`src/rtl/alu_mul_seq.sv`:
```
// Sequential unsigned 16x16 multiplier that borrows the shared combinational ALU
// for its add and shift passes; returns the low product half and an exact overflow flag.
module alu_mul_seq #(
    parameter logic [2:0] OP_ADD  = 3'b000,
    parameter logic [2:0] OP_SHL  = 3'b100,
    parameter logic [2:0] OP_IDLE = 3'b111
) (
    input  logic        clk,
    input  logic        rst_n,
    input  logic        start,
    input  logic [15:0] op_a,
    input  logic [15:0] op_b,
    output logic        busy,
    output logic        done,
    output logic [15:0] product,
    output logic        ovfl,
    output logic        alu_gnt,
    output logic [15:0] alu_a,
    output logic [15:0] alu_b,
    output logic [2:0]  alu_op,
    input  logic [15:0] alu_r,
    input  logic        alu_ovfl
);

    typedef enum logic [2:0] {
        StIdle,
        StEval,
        StAdd,
        StShl,
        StDone
    } state_t;

    state_t      state_q;
    logic [15:0] acc_q;
    logic [15:0] mcand_q;
    logic [15:0] mplr_q;
    logic        lost_q;
    logic        mplr_rest_zero;

    assign mplr_rest_zero = (mplr_q[15:1] == 15'd0);
    assign alu_gnt        = busy;

    // product is loaded on entry to StDone so it is already valid while done is high.
    always_ff @(posedge clk or negedge rst_n) begin
        if (!rst_n) begin
            state_q <= StIdle;
            acc_q   <= 16'd0;
            mcand_q <= 16'd0;
            mplr_q  <= 16'd0;
            lost_q  <= 1'b0;
            busy    <= 1'b0;
            done    <= 1'b0;
            product <= 16'd0;
            ovfl    <= 1'b0;
        end else begin
            done <= 1'b0;
            unique case (state_q)
                StIdle: begin
                    if (start) begin
                        acc_q   <= 16'd0;
                        mcand_q <= op_a;
                        mplr_q  <= op_b;
                        lost_q  <= 1'b0;
                        ovfl    <= 1'b0;
                        busy    <= 1'b1;
                        state_q <= StEval;
                    end
                end
                StEval: begin
                    if (mplr_q == 16'd0) begin
                        product <= acc_q;
                        done    <= 1'b1;
                        state_q <= StDone;
                    end else if (mplr_q[0]) begin
                        state_q <= StAdd;
                    end else begin
                        state_q <= StShl;
                    end
                end
                StAdd: begin
                    acc_q <= alu_r;
                    // A lost multiplicand bit means the true addend is >= 2^16.
                    if (alu_ovfl || lost_q) begin
                        ovfl <= 1'b1;
                    end
                    if (mplr_rest_zero) begin
                        product <= alu_r;
                        done    <= 1'b1;
                        state_q <= StDone;
                    end else begin
                        state_q <= StShl;
                    end
                end
                StShl: begin
                    mcand_q <= alu_r;
                    lost_q  <= lost_q | mcand_q[15];
                    mplr_q  <= mplr_q >> 1;
                    if (mplr_q[1]) begin
                        state_q <= StAdd;
                    end else if (mplr_rest_zero) begin
                        product <= acc_q;
                        done    <= 1'b1;
                        state_q <= StDone;
                    end else begin
                        state_q <= StShl;
                    end
                end
                StDone: begin
                    busy    <= 1'b0;
                    state_q <= StIdle;
                end
                default: begin
                    busy    <= 1'b0;
                    state_q <= StIdle;
                end
            endcase
        end
    end

    always_comb begin
        alu_op = OP_IDLE;
        alu_a  = 16'd0;
        alu_b  = 16'd0;
        unique case (state_q)
            StAdd: begin
                alu_op = OP_ADD;
                alu_a  = acc_q;
                alu_b  = mcand_q;
            end
            StShl: begin
                alu_op = OP_SHL;
                alu_a  = mcand_q;
                alu_b  = 16'd1;
            end
            default: begin
                alu_op = OP_IDLE;
                alu_a  = 16'd0;
                alu_b  = 16'd0;
            end
        endcase
    end

endmodule

```
`config.mk`:
```
export PLATFORM = sky130hd
export DESIGN_NAME = alu_mul_seq
export DESIGN_NICKNAME = d
export VERILOG_FILES = /design/src/rtl/alu_mul_seq.sv
export SDC_FILE = /design/constraint.sdc
export NUM_CORES = 1
export LEC_CHECK = 0
export ABC_CLOCK_PERIOD_IN_PS = 3520
export BUFFER_PORTS_ARGS = -buffer_cell sky130_fd_sc_hd__buf_2
export CORE_ASPECT_RATIO = 1.1
export CORE_UTILIZATION = 55
export CTS_BUF_LIST = sky130_fd_sc_hd__clkbuf_4
export CTS_CLUSTER_DIAMETER = 80
export DETAILED_ROUTE_END_ITERATION = 8
export PLACE_DENSITY_LB_ADDON = 0.05
export SKIP_CTS_REPAIR_TIMING = 1
export SLEW_MARGIN = 10
export SYNTH_ARGS = -nofsm -noshare
export SYNTH_HDL_FRONTEND = slang
export SYNTH_SLANG_ARGS = --single-unit
export TNS_END_PERCENT = 10
```
`constraint.sdc`:
```
create_clock -name clk -period 3.52 [get_ports clk]
set_input_delay 0 -clock clk [delete_from_list [all_inputs] [get_ports clk]]
set_output_delay 0 -clock clk [all_outputs]
set_load 0.03 [all_outputs]
```
==> impl_metrics.tcl <==
set metrics [dict create \
    cp_cell_sequence "nor4b_4, buf_4, a22oi_1, dlygate4sd3_1, nand2_1" \
    drc_errors 0 \
    cts-root-buf "clkbuf_4" \
    final_common_cell "buf_2" \
    place_congestion 0.774 \
    clock_sinks 71 \
    final_cell_mix "105 x buf_2, 71 x dfrtp_1, 63 x dlygate4sd3_1" \
    rsz0062_at_grt "false" \
    crit_buf_inv 2 \
    nFillCells 387 \
    stdcell_count 562 \
    outcome "finished with violations" \
    p_leak_nw 2.45 \
    core_um2 5910 \
    die_x_um 77.5 \
    arrival_ns 2.95 \
    timing.fmax_mhz 386 \
    syn_area_um2 3440 \
    syn_inst 317 \
    critical_path.top_delay_family "buffers and inverters" \
    ant_nets 0 \
    r2r_setup_slack_ns 0.93 \
    hold_slack_ns -0.0196 \
    syn_to_final_growth_pct 38.7 \
    critPathMaxFanout 52 \
    crit_type "register to register" \
    grt_use_total 0.259 \
    vias 2951 \
    setup_viol 0 \
    maxCapViolCount 0 \
    die-area_um2 6580 \
    fin_ws_ns 0.928 \
    drive_gt1_frac 0.344 \
    ys_ff_latch 71 \
    syn_area_per_cell_um2 10.9 \
    power_density_nw_per_um2 966 \
    relSlewSlack 0.410 \
    cts_made_buffers 9 \
    tns_ns 0 \
    dr.pass1.iters 4 \
    power.total_mw 4.61 \
    num_rows 29 \
    initial_core_util 0.582 \
    wl_per_cell_um 15.9 \
    slowest_delay_ns 0.70 \
    dp_hpwl_um 5090 \
    final_nets 532 \
    seq_area_frac_synth 0.516 \
    violations "hold timing" \
    io_pins 107 \
    routed_wl_um 8960 \
    htreeDepth 3 \
    clk_pin_slew_ns 0.12 \
    crit_slowest_cell "dfrtp_1" \
    end_kind "register" \
    synthesis.nets 369 \
    drv_slew 0 \
    fin_crit_ns 2.59 \
    cts.path.max_buffers 2 \
    antenna_found_initial 0 \
    cp.required_ns 3.88 \
    fp.dieH_um 85 \
    via_per_inst 5.25 \
    yosys_warnings 0 \
    drt_iter0_drc 213 \
    period_share 0.736 \
    clk_latency_ns 0.41 \
    min_path_type "input port to register" \
    grt_max_degree 72 \
    first_global_vias 2650 \
    start_kind "register" \
    grt_overflow_total 0 \
    finalHoldViolCount 2 \
    post-place-ws_ns 1.26 \
    dp_cells 483 \
    io_buffers 106 \
    worst-slew-pin-transition_ns 0.885 \
    grt_first_pass_wirelength_um 13000 \
    synth_cell_types 30 \
    diodes 0 \
    cts_tree "built" \
    skew_ns 0.0187 \
    vdd.ir_drop.worst_mv 0.652 \
]
[worst register-to-register path, delay by kind of cell, from the launching register on]
family | cells | cell delay (ns)
buf+inv | 2 | 1.14
flops | 1 | 0.70
simple gates | 2 | 0.49
compound gates | 1 | 0.21
[cell families (layout without fill, tap and decap cells)]
logic type	after synthesis	in the layout	share of synthesized area
AO/OA/AOI/OAI	37	37	0.0759
buffers and inverters	26	194	0.0410
flip-flops	71	71	0.516
multiplexers	49	49	0.164
AND/OR/NAND/NOR	134	134	0.203
[area by class of cell]
| class | count | area, um^2 | share of cell area |
|---|---|---|---|
| Clock buffer | 11 | 82.6 | 0.0173 |
| Inverter | 3 | 11.3 | 0.00236 |
| Timing Repair Buffer | 175 | 1210 | 0.253 |
| Tap cell | 77 | 96.3 | 0.0202 |
| Clock inverter | 5 | 72.6 | 0.0152 |
| Sequential cell | 71 | 1780 | 0.372 |
| Multi-Input combinational cell | 220 | 1530 | 0.320 |
[flip-flops by register name (all words and copies together), names as in the netlist]
name     cells
mcand_q     16
mplr_q      16
product     16
state_q      3
lost_q       1
alu_gnt      1
acc_q       16
done         1
ovfl         1
[per-stage QoR]
| stage | cell area, um^2 | util | hold slack [ns] |
|---|---|---|---|
| 6_report | 4780 | 0.808 | -0.0196 |
| 3_3_place_gp | 3990 | 0.675 | 0.180 |
| 5_1_grt | 4780 | 0.808 | 0.00284 |
| 2_1_floorplan | 3440 | - | -0.296 |
| 3_5_place_dp | 3990 | 0.675 | 0.187 |
| 4_1_cts | 4150 | 0.701 | -0.268 |
[routing by layer]
layer  track usage  vias up  routed length, um  part of all wire
met5             0        -                  0                 0
met2         0.407      108               4560              0.51
met4         0.115        0                167             0.019
met3        0.0473       15                411             0.046
met1         0.350     1430               3820              0.43
li1              -     1398                  -                 -
[cells in the mapped netlist]
master     n  area, um^2
dfrtp_1   71        1780
nand2_1   62         233
a22oi_1   30         225
nor2_1    24        90.1
mux2_2    23         259
mux2i_1   17         170
and2_1    16         100
nor2b_1   16         100
buf_2     10        50.1
mux2_4     9         135
clkbuf_1   7        26.3
a21oi_1    4        20.0
buf_4      4        30.0
nand2b_1   3        18.8
nor3_1     3        15.0
inv_1      2        7.51
nor4_2     2        25.0
o21ai_0    2        10.0
and3_1     1        6.26
and3b_1    1        8.76
buf_1      1        3.75
buf_12     1        20.0
inv_2      1        3.75
nand4_2    1        12.5
nor2_8     1        20.0
nor3b_1    1        7.51
nor3b_4    1        18.8
nor4_4     1        21.3
nor4b_4    1        23.8
o22ai_1    1        6.26
[path summary, 6_finish.rpt]
check | cells past startpoint | to | startpoint
hold / removal | 3 | acc_q[7] | alu_r[7]
setup / recovery | 5 | mcand_q[12] | state_q[0]
setup reg to reg | 5 | mcand_q[12] | state_q[0]
min in group asynchronous | 2 | mplr_q[9] | rst_n
max in group asynchronous | 2 | state_q[2] | rst_n
hold reg to reg | 2 | mcand_q[4] | mcand_q[4]
[report_power, final]
part | total, mW | leakage [nW] | internal [mW] | switching [mW]
sequential | 1.47 | 0.871 | 1.18 | 0.289
combinational | 2.57 | 1.49 | 1.03 | 1.53
clock | 0.579 | 0.0859 | 0.299 | 0.280
total | 4.61 | 2.45 | 2.51 | 2.10
Note: power is estimated with default switching activity, not from simulation.
